## src/rtl/phy_addr_translation_unit_pkg.sv

```systemverilog
// Shared types for the logical->physical address translator.
// Holds the memory-map result enum, the region table entry layout, the
// power-on region table and the per-entry match function.
package phy_addr_translation_unit_pkg;

    localparam int unsigned LOG_ADDR_WIDTH   = 32;
    localparam int unsigned PHY_ADDR_WIDTH   = 30;
    localparam int unsigned RAW_ADDR_WIDTH   = PHY_ADDR_WIDTH - 2;
    localparam int unsigned REGION_NUM       = 8;
    localparam int unsigned REGION_IDX_WIDTH = $clog2(REGION_NUM);
    localparam int unsigned MISS_CNT_WIDTH   = 16;

    typedef enum logic [1:0] {
        MMT_MEMORY  = 2'd0,
        MMT_IO      = 2'd1,
        MMT_ILLEGAL = 2'd2
    } MemoryMapType;

    typedef struct packed {
        logic                      valid;
        logic                      locked;
        logic                      isIO;
        logic                      isUncachable;
        logic [LOG_ADDR_WIDTH-1:0] base;
        logic [LOG_ADDR_WIDTH-1:0] mask;
        logic [RAW_ADDR_WIDTH-1:0] phyBase;
    } RegionEntry;

    // Standard memory map restored on every reset.
    localparam RegionEntry RESET_E0 = '{valid: 1'b1, locked: 1'b1, isIO: 1'b1, isUncachable: 1'b1,
                                        base: 32'h4000_2000, mask: 32'h0000_0000, phyBase: 28'h000_2000};
    localparam RegionEntry RESET_E1 = '{valid: 1'b1, locked: 1'b1, isIO: 1'b1, isUncachable: 1'b1,
                                        base: 32'h4000_0000, mask: 32'h0000_000F, phyBase: 28'h000_0000};
    localparam RegionEntry RESET_E2 = '{valid: 1'b1, locked: 1'b0, isIO: 1'b0, isUncachable: 1'b1,
                                        base: 32'h9000_0000, mask: 32'h0FFF_FFFF, phyBase: 28'h001_0000};
    localparam RegionEntry RESET_E3 = '{valid: 1'b1, locked: 1'b0, isIO: 1'b0, isUncachable: 1'b0,
                                        base: 32'h0000_0000, mask: 32'h0000_FFFF, phyBase: 28'h000_0000};
    localparam RegionEntry RESET_E4 = '{valid: 1'b1, locked: 1'b0, isIO: 1'b0, isUncachable: 1'b0,
                                        base: 32'h8000_0000, mask: 32'h0FFF_FFFF, phyBase: 28'h001_0000};
    localparam RegionEntry RESET_OFF = '0;

    localparam RegionEntry [REGION_NUM-1:0] RESET_TABLE =
        {{(REGION_NUM-5){RESET_OFF}}, RESET_E4, RESET_E3, RESET_E2, RESET_E1, RESET_E0};

    // An address hits an entry when the bits outside the mask equal the base.
    function automatic logic GetRegionMatch(input logic [LOG_ADDR_WIDTH-1:0] addr,
                                            input RegionEntry entry);
        return entry.valid && ((addr & ~entry.mask) == entry.base);
    endfunction

endpackage

```

## src/rtl/phy_addr_translation_unit_region_table.sv

```systemverilog
// Programmable region table.
// Ports: clk/rst; lookup_addr -> match_vec (one bit per entry, combinational);
// read_index -> read_* (attributes of the selected entry, combinational);
// cfg_we/cfg_index/cfg_entry write port; cfg_error pulses one cycle after a
// write aimed at a locked entry.
module phy_addr_translation_unit_region_table
    import phy_addr_translation_unit_pkg::*;
(
    input  logic                        clk,
    input  logic                        rst,
    input  logic [LOG_ADDR_WIDTH-1:0]   lookup_addr,
    output logic [REGION_NUM-1:0]       match_vec,
    input  logic [REGION_IDX_WIDTH-1:0] read_index,
    output logic                        read_io,
    output logic                        read_uc,
    output logic [LOG_ADDR_WIDTH-1:0]   read_mask,
    output logic [RAW_ADDR_WIDTH-1:0]   read_phy_base,
    input  logic                        cfg_we,
    input  logic [REGION_IDX_WIDTH-1:0] cfg_index,
    input  RegionEntry                  cfg_entry,
    output logic                        cfg_error
);

    RegionEntry table_q [REGION_NUM];

    // Entry storage. Only unlocked entries accept writes, so a set lock bit
    // can only be cleared by reset.
    always_ff @(posedge clk) begin
        if (rst) begin
            for (int unsigned i = 0; i < REGION_NUM; i++) begin
                table_q[i] <= RESET_TABLE[i];
            end
            cfg_error <= 1'b0;
        end else begin
            cfg_error <= 1'b0;
            if (cfg_we) begin
                if (table_q[cfg_index].locked) begin
                    cfg_error <= 1'b1;
                end else begin
                    table_q[cfg_index] <= cfg_entry;
                end
            end
        end
    end

    // Parallel match of the lookup address against every entry.
    always_comb begin
        match_vec = '0;
        for (int unsigned i = 0; i < REGION_NUM; i++) begin
            match_vec[i] = GetRegionMatch(lookup_addr, table_q[i]);
        end
    end

    assign read_io       = table_q[read_index].isIO;
    assign read_uc       = table_q[read_index].isUncachable;
    assign read_mask     = table_q[read_index].mask;
    assign read_phy_base = table_q[read_index].phyBase;

endmodule

```

## src/rtl/phy_addr_translation_unit.sv

```systemverilog
// Two-stage pipelined logical->physical address translator.
// Ports: reqValid/reqReady/reqAddr request handshake; rspValid/rspReady with
// rspPhyAddr {isUncachable,isIO,raw} and rspType (MemoryMapType) response;
// cfgWe/cfgIndex/cfgEntry table write port with cfgError drop pulse;
// missCount saturating MMT_ILLEGAL counter, cleared by missCountClear.
module phy_addr_translation_unit
    import phy_addr_translation_unit_pkg::*;
(
    input  logic                        clk,
    input  logic                        rst,
    input  logic                        reqValid,
    output logic                        reqReady,
    input  logic [LOG_ADDR_WIDTH-1:0]   reqAddr,
    output logic                        rspValid,
    input  logic                        rspReady,
    output logic [PHY_ADDR_WIDTH-1:0]   rspPhyAddr,
    output logic [1:0]                  rspType,
    input  logic                        cfgWe,
    input  logic [REGION_IDX_WIDTH-1:0] cfgIndex,
    input  RegionEntry                  cfgEntry,
    output logic                        cfgError,
    output logic [MISS_CNT_WIDTH-1:0]   missCount,
    input  logic                        missCountClear
);

    logic                        advance;
    logic [REGION_NUM-1:0]       match_c;
    logic [REGION_IDX_WIDTH-1:0] hit_idx_c;
    logic                        sel_io;
    logic                        sel_uc;
    logic [LOG_ADDR_WIDTH-1:0]   sel_mask;
    logic [RAW_ADDR_WIDTH-1:0]   sel_phy_base;

    logic                        s1_valid;
    logic [LOG_ADDR_WIDTH-1:0]   s1_addr;
    logic [REGION_NUM-1:0]       s1_match;
    logic                        s1_io;
    logic                        s1_uc;
    logic [LOG_ADDR_WIDTH-1:0]   s1_mask;
    logic [RAW_ADDR_WIDTH-1:0]   s1_phy_base;

    logic                        s1_hit;
    logic [LOG_ADDR_WIDTH-1:0]   offset_c;
    logic [RAW_ADDR_WIDTH-1:0]   raw_c;
    logic [PHY_ADDR_WIDTH-1:0]   phy_c;
    MemoryMapType                type_c;
    logic                        miss_event;

    // Both stages move together; the output register is the second stage.
    assign advance  = !rspValid || rspReady;
    assign reqReady = advance;

    phy_addr_translation_unit_region_table u_region_table (
        .clk           (clk),
        .rst           (rst),
        .lookup_addr   (reqAddr),
        .match_vec     (match_c),
        .read_index    (hit_idx_c),
        .read_io       (sel_io),
        .read_uc       (sel_uc),
        .read_mask     (sel_mask),
        .read_phy_base (sel_phy_base),
        .cfg_we        (cfgWe),
        .cfg_index     (cfgIndex),
        .cfg_entry     (cfgEntry),
        .cfg_error     (cfgError)
    );

    // Lowest matching index wins: scan downward so the last hit assigned is the lowest.
    always_comb begin
        hit_idx_c = '0;
        for (int i = REGION_NUM - 1; i >= 0; i--) begin
            if (match_c[i]) begin
                hit_idx_c = REGION_IDX_WIDTH'(i);
            end
        end
    end

    // Stage 1. The winning entry's attributes are snapshotted here so a later
    // table write cannot alter a request already in flight.
    always_ff @(posedge clk) begin
        if (rst) begin
            s1_valid    <= 1'b0;
            s1_addr     <= '0;
            s1_match    <= '0;
            s1_io       <= 1'b0;
            s1_uc       <= 1'b0;
            s1_mask     <= '0;
            s1_phy_base <= '0;
        end else if (advance) begin
            s1_valid    <= reqValid;
            s1_addr     <= reqAddr;
            s1_match    <= match_c;
            s1_io       <= sel_io;
            s1_uc       <= sel_uc;
            s1_mask     <= sel_mask;
            s1_phy_base <= sel_phy_base;
        end
    end

    // Result encoding from the stage-1 snapshot.
    always_comb begin
        s1_hit   = |s1_match;
        offset_c = s1_addr & s1_mask;
        raw_c    = s1_phy_base + offset_c[RAW_ADDR_WIDTH-1:0];
        phy_c    = '0;
        type_c   = MMT_ILLEGAL;
        if (s1_hit) begin
            phy_c  = {s1_uc, s1_io, raw_c};
            type_c = s1_io ? MMT_IO : MMT_MEMORY;
        end
    end

    // Stage 2 / response register; payload holds while stalled.
    always_ff @(posedge clk) begin
        if (rst) begin
            rspValid   <= 1'b0;
            rspPhyAddr <= '0;
            rspType    <= '0;
        end else if (advance) begin
            rspValid <= s1_valid;
            if (s1_valid) begin
                rspPhyAddr <= phy_c;
                rspType    <= type_c;
            end
        end
    end

    // A miss is counted once, when its response is loaded into stage 2.
    assign miss_event = advance && s1_valid && !s1_hit;

    always_ff @(posedge clk) begin
        if (rst) begin
            missCount <= '0;
        end else if (missCountClear) begin
            missCount <= '0;
        end else if (miss_event && (missCount != '1)) begin
            missCount <= missCount + MISS_CNT_WIDTH'(1);
        end
    end

endmodule

```

## config.mk

```make
export PLATFORM = sky130hd
export DESIGN_NAME = phy_addr_translation_unit
export DESIGN_NICKNAME = d
export VERILOG_FILES = /design/src/rtl/phy_addr_translation_unit_pkg.sv /design/src/rtl/phy_addr_translation_unit_region_table.sv /design/src/rtl/phy_addr_translation_unit.sv
export SDC_FILE = /design/constraint.sdc
export NUM_CORES = 2
export LEC_CHECK = 0
export ABC_CLOCK_PERIOD_IN_PS = 4600
export CORE_ASPECT_RATIO = 1.1
export CORE_MARGIN = 4
export CORE_UTILIZATION = 35
export CTS_CLUSTER_DIAMETER = 200
export CTS_CLUSTER_SIZE = 40
export DETAILED_ROUTE_END_ITERATION = 8
export PLACE_DENSITY_LB_ADDON = 0.2
export SYNTH_ARGS = -nofsm -noshare
export SYNTH_HDL_FRONTEND = slang
export SYNTH_SLANG_ARGS = --single-unit
```

## constraint.sdc

```tcl
create_clock -name clk -period 4.6 [get_ports clk]
set_input_delay 1.38 -clock clk [delete_from_list [all_inputs] [get_ports clk]]
set_output_delay 1.38 -clock clk [all_outputs]
set_load 0.1 [all_outputs]
```

**Word level (Yosys, flattened, before mapping)**

Memory sizes are Yosys's and may differ from the RTL's. A register that Yosys moved wholly into a read port is not among the register bits.
Cells that the tools add are included.

- Output and inout bits: 51
- Logic and storage cells: 78
- Memories kept: 1
- Bits in writable memories: 768
- Latch bits: 0
- Flip-flop bits (word level): 87
- Memory bits (read-only): 0

- Muxes and demuxes: 21
- Bitwise operators: 18
- Eq/ne operators: 9
- Reductions and logical operators: 19
- Add/subtract/negate cells: 2
- Shift operators: 0
- Multiply operators: 0
- Div/mod/pow operators: 0
- Order comparisons: 0

Memories:

| memory | words | width | rd ports | clocked after memory_dff | write ports | line | text |
|---|---|---|---|---|---|---|---|
| u_region_table.table_q | 8 | 96 | 10 | 1 | 8 | phy_addr_translation_unit_region_table.sv:24 | `RegionEntry table_q [REGION_NUM];` |

Operator list:

| cell | count |
|---|---|
| $and A32 B32 Y32 | 8 |
| $eq A32 B32 Y1 | 8 |
| $not A32 Y32 | 8 |
| $mux W96 | 1 |
| $reduce_or A96 Y1 | 1 |
| $mux W30 | 1 |
| $add A28 B28 Y28 | 1 |
| $and A28 B28 Y28 | 1 |
| $mux W3 | 9 |
| $add A16 B1 Y16 const B | 1 |
| $ne A16 B16 Y1 const B | 1 |
| $logic_and A1 B1 Y1 | 11 |
| $mux W1 | 9 |
| $reduce_or A8 Y1 | 1 |
| $reduce_or A2 Y1 | 2 |
| $logic_not A1 Y1 | 2 |
| $mux W2 | 1 |
| $reduce_and A2 Y1 | 1 |
| $logic_or A1 B1 Y1 | 1 |
| $not A1 Y1 | 1 |

**Depth between registers and ports, before layout**

- Depth after elaboration: 12
- Mapped depth: 15
- Gate-level depth less buffers: 15

**Hierarchy**

From an unflattened synthesis, not the netlist that was laid out.

- Cell total of the unflattened synthesis: 3,354
- Area total of the unflattened synthesis: 43,485.5 um^2

By module, submodules not included:

| module | area each (um^2) | cells each | instances |
|---|---|---|---|
| phy_addr_translation_unit_region_table | 36,701.4 | 2,477 | 1 |
| phy_addr_translation_unit | 6,784.0 | 877 | 1 |

**Worst setup path before layout**

OpenSTA, ideal clock, no wires.

- Kind: input to register
- Start point: input cfgIndex[0]
- End point: memory u_region_table.table_q[0][0] in the netlist's numbering, enable pin
- Data required time: 4.186 ns
- Setup time: 0.414 ns
- Setup slack: -0.300 ns
- Cell stages on the path: 12
- Buffers on the path: 4
- Data arrival time: 4.486 ns
- Cells stage by stage: buf_2 nand2b_1 clkbuf_1 o22ai_1 nand2_1 o311ai_0 a21oi_1 nand4bb_1 clkbuf_1 nor3_1 clkbuf_1 or2_2

RTL lines:

| what | line | text |
|---|---|---|
| start: declaration | phy_addr_translation_unit.sv:19 | `input logic [REGION_IDX_WIDTH-1:0] cfgIndex,` |
| end: declaration | phy_addr_translation_unit_region_table.sv:24 |  |

**Worst setup path after layout**

- Start point: input reqAddr[8]
- End point: register s1_mask[12], read port of u_region_table.table_q

- Cells in the longest elaborated chain, start to end: 11
- Elaborated cells between the ends (all ways): 32

Ends and longest elaborated chain:

| what | line | text |
|---|---|---|
| start: declaration | phy_addr_translation_unit.sv:13 | `input logic [LOG_ADDR_WIDTH-1:0] reqAddr,` |
| $and A32 B32 Y32 | phy_addr_translation_unit_pkg.sv:48 | `return entry.valid && ((addr & ~entry.mask) == entry.base);` |
| $eq A32 B32 Y1 | phy_addr_translation_unit_pkg.sv:48 |  |
| $logic_and A1 B1 Y1 | phy_addr_translation_unit_pkg.sv:48 |  |
| $mux W3 (7 in a row) | phy_addr_translation_unit.sv:73 | `if (match_c[i]) begin` |
| $mux W3 * | phy_addr_translation_unit.sv:73 |  |
| end: declaration | phy_addr_translation_unit.sv:39 | `logic [LOG_ADDR_WIDTH-1:0] s1_mask;` |

Mark *: on every way between the ends. The rest lies on a longest branch, timed or not.
A chain may end at the register's enable or synchronous reset.

==> run summary <==
fin cells = 6,127
Setup crit end kind = flip-flop
WL/cell = 28.9 µm
CP Launch Type = input port
Seq pwr share = 62.4%
Layout area overhead = 17.8%
vias = 33.9k
core region area = 129,000 µm²
routed vias/inst = 5.53
TritonCTS Buffers = 26
io pins = 188
Max stage delay cell, worst path = clkdlybuf4s50_1
number of hold buffers added after CTS = 0
area post-placement = 53,000 µm²
net switching power = 0.00396 W
# DRC = 0
Distinct cells, synth = 65
largest net degree at the start of global routing = 97
CTS tree = yes
antenna violations before repair = 12
RSZ-0062 raised after global routing = false
worst path arrival time = 5.08 ns
all-layer global routing usage = 24.9%
required time of the critical path = 5.21 ns
Slew Viols, Final = 0
cell family with most CP delay = buffers and inverters
met3 usage in global routing = 3.87%
register bit count reported by yosys = 912
max cap viols = 0
Final #Nets = 4,587
CTS root buf = clkbuf_16
commonest cells after routing, fill and taps aside = 768 x edfxtp_1, 699 x and2_1, 359 x buf_4
Final min period = 4.47 ns
DRT antenna net count = 0
proportion of layout cells with a drive suffix above 1 = 12.8%
worst slack, placed = -0.525 ns
met2 GRT Util = 39.8%
R2R cell count = 13
H-tree depth = 1
Final Hold Fails = 0
Post-Route Setup TNS = 0 ns
dominant synthesized flop cell = edfxtp_1
row count = 138
Sw Ratio = 26.2%
outcome = finished, final reports clean
gr ovfl total = 0
EDFF count, synth = 768
Gate power share = 12.9%
Slew Limit Headroom = 34.1%
Seq/Total Area, Yosys = 56.8%
crit path kind = in2reg
hold path cells = 2
first-pass GRT wire length = 248,000 µm
actual slew at the worst max-slew pin = 0.985 ns
Power Internal = 0.0111 W
Die Span X = 353 µm
clk sinks = 912
Final period util = 97.2%
GRT Max-Usage Layer = met2
Global Route met1 Usage = 34.6%
commonest non-fill, non-tap cell in the layout = edfxtp_1
clock skew = 0.0351 ns
WP depth = 17
Skew-Pair Late Insertion Delay = 0.71 ns
Mean Syn Cell Area = 11.4 µm²
Initial Util = 35.4%
LEAKAGE = 19.7 nW
vias in the first global route = 32.0k
crit-path cells = clkdlybuf4s50_1, buf_4, buf_4, nor2b_1, buf_4, xnor2_1, nand4_1, nor4_1, nand4_1, o211a_1, nor2_4, buf_12, buf_12, mux2i_1, a221oi_1, a2bb2oi_1, o211a_1
Die ar. = 136,000 µm²
setup slack after layout = 0.127 ns
Top cell by count, worst path = buf_4
final number of setup-violating endpoints = 0
1st-iter DRT viols = 3,876
synthesized cell area = 45,700 µm²
crit path max fanout = 17
fmax = 224 MHz
Final Wtd Congestion = 0.971
FILL cells = 12.2k
final WL = 177,000 µm
Min-Delay Path Class = reg2reg
dpl cells = 6,069
# port buffers = 187
clock slew at reported path FFs = 0.16 ns
Design Area, Final = 53,800 µm²
clock share of power = 24.8%
worst path bufs/invs = 6
hpwl dp = 120,000 µm
Crit path largest cell delay = 0.60 ns
Power Density = 281 nW/µm²
Die H = 387 µm
Syn Nets = 4,176
Gate Count Post-Synth = 4,010
Synth warnings = 0
First-pass DRT Iterations = 6
Clock Path Buffers = 3
maximum vdd drop = 0.260 mV
asr flop ratio synth = 0%
worst hold slack = 0.455 ns
## Yosys cell counts, drive strengths merged (15+ instances only)
library cell,instances,area share (%)
edfxtp,768,50
and2,699,9.6
nand2,316,2.6
xnor2,258,4.9
nor2b,220,3.0
clkbuf,190,1.6
nor2,181,1.5
dfxtp,144,6.3
mux2i,119,2.6
nand3,99,1.1
nand4,95,1.3
a21oi,82,0.90
a22oi,78,1.3
or3,71,0.97
nand2b,64,0.88
o211ai,62,1.0
a221oi,59,1.1
mux2,58,1.4
buf,47,0.60
nor3,47,0.65
o21ai,37,0.41
a211oi,34,0.56
o2bb2ai,31,0.59
a211o,29,0.56
a2bb2oi,29,0.56
o211a,29,0.64
ha,28,0.77
nor4,27,0.38
inv,19,0.16
xor2,15,0.29
## metal layers
layer,wire length (µm),vias to the layer above
met3,13100,250
li1,-,15100
met2,80800,1421
met5,58,-
met4,7170,10
met1,76000,17100
## final cells by class
class,instances,area [µm²],area share (%)
antenna,6,15.0,0.0279
clock buffer,47,751,1.39
clock inverter,1,8.76,0.0163
inverter,19,73.8,0.137
multi-input combinational,2842,18900,35.0
sequential,912,25900,48.2
tap,1680,2100,3.91
timing repair buffer,620,6060,11.3
## path summary, 6_finish.rpt
path	start	to	slack, ns
worst max-delay path	reqAddr[8]	s1_mask[12]	0.13
worst max register to register	u_region_table.table_q[4][49]	s1_phy_base[8]	1.02
worst min-delay path	s1_addr[23]	s1_addr[23]	0.46
worst min register to register	s1_addr[23]	s1_addr[23]	0.46
## what timing repair did
item	in CTS	in global routing
setup buffers	0	3
setup endpoints to repair	0	4
gates resized for setup	0	2
## power by group through the flow
| stage | clock (W) | combinational [W] | sequential (W) |
|---|---|---|---|
| after floorplan | 0 | 0.000756 | 0.00954 |
| after global placement | 0 | 0.00191 | 0.00959 |
| after detailed placement | 0 | 0.00192 | 0.00960 |
| after CTS | 0.00379 | 0.00193 | 0.00941 |
| after global routing | 0.00402 | 0.00203 | 0.00944 |
| final | 0.00374 | 0.00194 | 0.00942 |
## state kept, by name, summed over array words and instances (netlist names)
name,count
rspValid,1
s1_mask,28
u_region_table.table_q,768
s1_io,1
s1_match,8
s1_phy_base,28
s1_uc,1
missCount,16
rspType,1
s1_addr,28
rspPhyAddr,30
s1_valid,1
u_region_table.cfg_error,1
## stage by stage
stage / utilization (%) / total power [W]
final: 41.7 / 0.0151
after detailed placement: 41.0 / 0.0115
after global placement: 41.0 / 0.0115
after CTS: 41.6 / 0.0151
after floorplan: - / 0.0103
after global routing: 41.7 / 0.0155
## logic make-up after synthesis
kind of cell	share of synthesized area, %
buffers and inverters	2.31
adders and majority gates	0.810
AOI/OAI and AO/OA	8.25
xor gates and xnor gates	5.23
muxes	4.04
DFF	56.8
and+or+nand+nor	22.6
## tightest hold or removal path: cells and delay by family, from the launching register on
kind | cells | cell delay [ns]
AOI/OAI and AO/OA | 1 | 0.05
DFF | 1 | 0.34
and+or+nand+nor | 1 | 0.05
Note: power is estimated with default switching activity, not from simulation.
